<file path="src/rtl/butterfly_datapath.sv">
// ============================================================================
//  Module   : butterfly_datapath
//  Brief    : Radix-2 DIT butterfly; serial operand capture, rounded and
//             saturated X = (A + W*B)/2, Y = (A - W*B)/2, serial result drain.
//  Revision : 1.0  initial release
// ============================================================================
`default_nettype none

module butterfly_datapath #(
    parameter int DW    = 8,
    parameter int WFRAC = 6
) (
    input  logic          Clock,
    input  logic          Reset,
    input  logic [DW-1:0] dataIn,
    input  logic          load,
    input  logic          compute,
    output logic          full,
    output logic          busy,
    output logic [DW-1:0] dataOut,
    output logic          outValid,
    output logic          outLast
);

    localparam int c_PW = 2*DW + 1;          // full-precision complex product
    localparam int c_SW = c_PW + 1 - WFRAC;  // rounded twiddle product / sums
    localparam logic [c_PW:0]          c_RND = (c_PW+1)'(2**(WFRAC-1));
    localparam logic signed [c_SW-1:0] c_MAX = {{(c_SW-DW+1){1'b0}}, {(DW-1){1'b1}}};
    localparam logic signed [c_SW-1:0] c_MIN = {{(c_SW-DW+1){1'b1}}, {(DW-1){1'b0}}};
    localparam logic [2:0]             c_NOPS = 3'd6;

    typedef enum logic [1:0] {
        S_IDLE = 2'd0,
        S_MULT = 2'd1,
        S_ADD  = 2'd2,
        S_OUT  = 2'd3
    } state_t;

    state_t                  r_state;
    logic [2:0]              r_ldcnt;
    logic [1:0]              r_ocnt;
    logic signed [DW-1:0]    r_op [0:5];
    logic signed [c_PW-1:0]  r_pr;
    logic signed [c_PW-1:0]  r_pi;
    logic signed [DW-1:0]    r_xre, r_xim, r_yre, r_yim;
    logic                    r_full, r_busy, r_valid, r_last;
    logic [DW-1:0]           r_dout;

    logic signed [c_PW-1:0]  w_pr, w_pi;
    logic [c_PW:0]           w_prnd, w_pirnd;
    logic signed [c_SW-1:0]  w_tr, w_ti;
    logic signed [c_SW-1:0]  w_sxr, w_sxi, w_syr, w_syi;

    function automatic logic signed [c_PW-1:0] ext_p(input logic signed [DW-1:0] v);
        return {{(c_PW-DW){v[DW-1]}}, v};
    endfunction

    function automatic logic signed [c_SW-1:0] ext_s(input logic signed [DW-1:0] v);
        return {{(c_SW-DW){v[DW-1]}}, v};
    endfunction

    // Floor halving followed by clamp to the DW-bit signed range.
    function automatic logic signed [DW-1:0] sat_half(input logic signed [c_SW-1:0] s);
        logic signed [c_SW-1:0] h;
        h = s >>> 1;
        if (h > c_MAX)      return c_MAX[DW-1:0];
        else if (h < c_MIN) return c_MIN[DW-1:0];
        else                return h[DW-1:0];
    endfunction

    // Slots: 0 A_re, 1 A_im, 2 B_re, 3 B_im, 4 W_re, 5 W_im.
    assign w_pr = ext_p(r_op[2]) * ext_p(r_op[4]) - ext_p(r_op[3]) * ext_p(r_op[5]);
    assign w_pi = ext_p(r_op[2]) * ext_p(r_op[5]) + ext_p(r_op[3]) * ext_p(r_op[4]);

    // Round half up: add half an LSB, then the slice is the arithmetic shift.
    assign w_prnd = {r_pr[c_PW-1], r_pr} + c_RND;
    assign w_pirnd = {r_pi[c_PW-1], r_pi} + c_RND;
    assign w_tr = w_prnd[c_PW:WFRAC];
    assign w_ti = w_pirnd[c_PW:WFRAC];

    assign w_sxr = ext_s(r_op[0]) + w_tr;
    assign w_syr = ext_s(r_op[0]) - w_tr;
    assign w_sxi = ext_s(r_op[1]) + w_ti;
    assign w_syi = ext_s(r_op[1]) - w_ti;

    always_ff @(posedge Clock) begin
        if (Reset) begin
            r_state <= S_IDLE;
            r_ldcnt <= '0;
            r_ocnt  <= '0;
            for (int i = 0; i < 6; i++) r_op[i] <= '0;
            r_pr    <= '0;
            r_pi    <= '0;
            r_xre   <= '0;
            r_xim   <= '0;
            r_yre   <= '0;
            r_yim   <= '0;
            r_full  <= 1'b0;
            r_busy  <= 1'b0;
            r_dout  <= '0;
            r_valid <= 1'b0;
            r_last  <= 1'b0;
        end else begin
            r_dout  <= '0;
            r_valid <= 1'b0;
            r_last  <= 1'b0;
            case (r_state)
                S_IDLE: begin
                    // A load and compute cannot both be accepted: load needs !full.
                    if (load && (r_ldcnt < c_NOPS)) begin
                        r_op[r_ldcnt] <= dataIn;
                        r_ldcnt       <= r_ldcnt + 3'd1;
                        r_full        <= (r_ldcnt == c_NOPS - 3'd1);
                    end else if (compute && r_full) begin
                        r_state <= S_MULT;
                        r_busy  <= 1'b1;
                    end
                end
                S_MULT: begin
                    r_pr    <= w_pr;
                    r_pi    <= w_pi;
                    r_state <= S_ADD;
                end
                S_ADD: begin
                    r_xre   <= sat_half(w_sxr);
                    r_xim   <= sat_half(w_sxi);
                    r_yre   <= sat_half(w_syr);
                    r_yim   <= sat_half(w_syi);
                    r_ocnt  <= '0;
                    r_state <= S_OUT;
                end
                S_OUT: begin
                    r_valid <= 1'b1;
                    r_last  <= (r_ocnt == 2'd3);
                    case (r_ocnt)
                        2'd0:    r_dout <= r_xre;
                        2'd1:    r_dout <= r_xim;
                        2'd2:    r_dout <= r_yre;
                        default: r_dout <= r_yim;
                    endcase
                    r_ocnt <= r_ocnt + 2'd1;
                    if (r_ocnt == 2'd3) begin
                        r_state <= S_IDLE;
                        r_ldcnt <= '0;
                        r_full  <= 1'b0;
                        r_busy  <= 1'b0;
                    end
                end
                default: r_state <= S_IDLE;
            endcase
        end
    end

    assign full     = r_full;
    assign busy     = r_busy;
    assign dataOut  = r_dout;
    assign outValid = r_valid;
    assign outLast  = r_last;

endmodule

`default_nettype wire

</file>
<file path="config.mk">
export PLATFORM = sky130hd
export DESIGN_NAME = butterfly_datapath
export DESIGN_NICKNAME = d
export VERILOG_FILES = /design/src/rtl/butterfly_datapath.sv
export SDC_FILE = /design/constraint.sdc
export NUM_CORES = 1
export LEC_CHECK = 0
export ABC_AREA = 1
export BUFFER_PORTS_ARGS = -buffer_cell sky130_fd_sc_hd__clkbuf_2
export CORE_UTILIZATION = 56
export CTS_CLUSTER_DIAMETER = 80
export CTS_CLUSTER_SIZE = 24
export DETAILED_ROUTE_END_ITERATION = 7
export GPL_ROUTABILITY_DRIVEN = 1
export GPL_TIMING_DRIVEN = 0
export HOLD_SLACK_MARGIN = 0.08
export PLACE_DENSITY = 0.72
export SLEW_MARGIN = 15
export SYNTH_ARGS = -nofsm -noshare
export SYNTH_HDL_FRONTEND = slang
export SYNTH_SLANG_ARGS = --single-unit
</file>
<file path="constraint.sdc">
create_clock -name Clock -period 10.1 [get_ports Clock]
set_input_delay 1.01 -clock Clock [delete_from_list [all_inputs] [get_ports Clock]]
set_output_delay 1.01 -clock Clock [all_outputs]
set_load 0.02 [all_outputs]
</file>
==> impl_results.md <==
* WL/cell at 16.4 µm
* Drt via density at 5.19
* Max-cap viol count at 0
* CTS Buffer Depth at 2
* Tcrit/Tclk final at 0.645
* Placer Congestion at 0.956
* Peak fanout along the critical path at 10
* Max frequency at 153 MHz
* Post-route ant nets at 0
* Final hold violation count at 0
* Tmin final at 6.52 ns
* Number of global-route vias before repair at 16,210
* Clock net sink count at 123
* Post-DP HPWL at 40,800 µm
* # diodes at 0
* Synthesized area per cell at 7.55 µm²
* Share of layout cells above drive strength 1 at 0.0468
* Routed WL at 49,700 µm
* Area of the die at 34,800 µm²
* CP Launch Type: flop
* WS Path Type: flop to flop
* TritonCTS Buffers at 17
* Most common cell in the synthesized netlist: inv_1
* Via count at 15,724
* Final #Nets at 3,021
* CTS resizes at 0
* # DRC at 0
* Worst-margin pin slew at 1.07 ns
* Clock-pin slew on the worst setup and hold paths at 0.06 ns
* TritonCTS clock tree: yes
* Arr. time, crit path at 6.83 ns
* Post-CTS setup buffers at 0
* Synth top area cells: fa_1 (29%), inv_1 (13%), nand2_1 (11%), ha_1 (10%), dfxtp_1 (7.9%)
* Die Width at 187 µm
* Final Non-Filler Cells at 3,032
* Count of final setup violators at 0
* Outcome: completed
* Met3 usage at 0.0329
* CP Capture Type: flop
* Iteration-0 DRC Markers at 1,281
* Fillers at 3,111
* Pre-antenna DRT Iters at 5
* Row count at 67
* Buffers added on ports at 23
* Top FF cell, synth: dfxtp_1
* Hold Path Sink: r_yim[0]
* Clock skew at 0.0124 ns
* Sequential-to-total area share from yosys stat at 0.154
* Hold buffers post-CTS at 0
* Met1 Track Usage GR at 0.424
* Cell count of the worst reg-to-reg path at 23
* Setup TNS at 0 ns
* Leading area contributor after synthesis: fa_1
* Layout area overhead at 6.51%
* Seq cells post-synth at 123
* First-pass GRT wire length at 82,700 µm
* Gr usage total at 0.300
* Skew-Pair Late Insertion Delay at 0.41 ns
* Top-area cell type share of the netlist area at 0.295
* Synth cell types at 45
* Reg2reg start: r_op[4][3]
* Net Count, Synth at 2,979
* GRT busiest layer: met2
* Pin count of the biggest net entering global routing at 17
* Final Slew Violations at 0
* Clock Tree Root: clkbuf_16
* Rel. slew slack at 0.279
* Synth top cells by count: inv_1 (674), nand2_1 (559), fa_1 (281)
* H-tree depth at 4
* Hold path startpoint: r_yim[0]
* Critical R2R Capture: r_pi[16]
* Chip height at 187 µm
* Hold depth at 2
* Initial core utilization at 0.569
* Post-Syn Area at 19,100 µm²
* # IOs at 24
* Yosys warning total at 0
* Util after Layout at 0.606
* RSZ-0062 raised after global routing: no
* Gr ovfl total at 0
* DP Cell Count at 3,000
* EDFF count, synth at 48
* Initial antenna violation count at 0
* R2R Setup Slk at 3.58 ns
* Routing usage on met2 at 0.487
* CP required at 10.41 ns
* Synth async-reset ratio at 0
* HP Class: flop to flop
* Core area at 33,500 µm²
* Mapped Cells at 2,529
-- routing by layer --
metal  wire, µm  vias to the layer above
li1           -                     7624
met1      22400                     7477
met2      22600                      524
met3       3210                       99
met4       1430                        0
met5          0                        -
-- critical path, cell delays in order (launching register included) --
cell,delay (ns)
edfxtp_1,0.34
clkbuf_1,0.46
clkbuf_1,0.52
nand2_1,0.17
fa_1,0.53
inv_1,0.05
fa_1,0.49
fa_1,0.50
fa_1,0.51
fa_1,0.55
inv_1,0.06
fa_1,0.53
inv_1,0.04
ha_1,0.35
a21oi_1,0.30
nor2_1,0.07
nor2_1,0.18
nor2_1,0.08
a211oi_1,0.20
nand2_1,0.10
nand3_1,0.10
nand3_1,0.13
nand2_1,0.12
inv_1,0.04
-- final cells by class --
| type | instances | area (µm²) | share of cell area |
|---|---|---|---|
| Tap cell | 448 | 561 | 0.0276 |
| Timing Repair Buffer | 23 | 115 | 0.00566 |
| Sequential cell | 123 | 2940 | 0.145 |
| Clock inverter | 10 | 91.3 | 0.00449 |
| Clock buffer | 22 | 475 | 0.0234 |
| Multi-Input combinational cell | 1638 | 13200 | 0.650 |
| Inverter | 681 | 2560 | 0.126 |
| Buffer | 87 | 368 | 0.0181 |
-- worst max-delay path by stage --
stage	from	to	slack, ns	cells past startpoint
2_1_floorplan	r_op[3][7]	r_pi[16]	4.62	22
6_report	r_op[4][3]	r_pi[16]	3.58	23
3_5_place_dp	r_op[4][7]	r_pi[16]	3.66	22
3_3_place_gp	r_op[4][7]	r_pi[16]	3.67	22
5_1_grt	r_op[4][5]	r_pi[16]	3.24	24
4_1_cts	r_op[4][7]	r_pi[16]	3.62	22
-- metrics by stage --
stage          hold slack, ns  setup WS [ns]  area (µm²)
2_1_floorplan           0.442           4.62       19100
3_3_place_gp            0.465           3.67       19800
3_5_place_dp            0.474           3.66       19800
4_1_cts                 0.488           3.62       20300
5_1_grt                 0.496           3.24       20300
6_report                0.491           3.58       20300
-- state kept, by name, indices dropped and copies added, names as in the netlist, 2 cells and up --
| signal | cells |
|---|---|
| r_ocnt | 2 |
| r_yim | 8 |
| r_yre | 8 |
| r_pr | 12 |
| r_pi | 12 |
| r_xre | 8 |
| dataOut | 8 |
| r_ldcnt | 3 |
| r_xim | 8 |
| r_op | 48 |
| r_state | 2 |
-- kinds of logic after synthesis --
kind of cell	synth area share
xor gates and xnor gates	0.0234
buffers and inverters	0.153
AOI/OAI and AO/OA	0.0768
adders and majority gates	0.398
DFF	0.154
and+or+nand+nor	0.195
-- placed cells by master, fill, tap and decap left out, types with 34 or more instances in the layout --
master and count:
a21oi_1 107, clkbuf_1 70, dfxtp_1 75, edfxtp_1 48, fa_1 281, ha_1 157, inv_1 674, nand2_1 559
nand3_1 100, nor2_1 155, o21ai_0 75, xor2_1 34
Power is not shown: default switching activity piles up to over one toggle a cycle in this logic, so the estimate is an artifact.
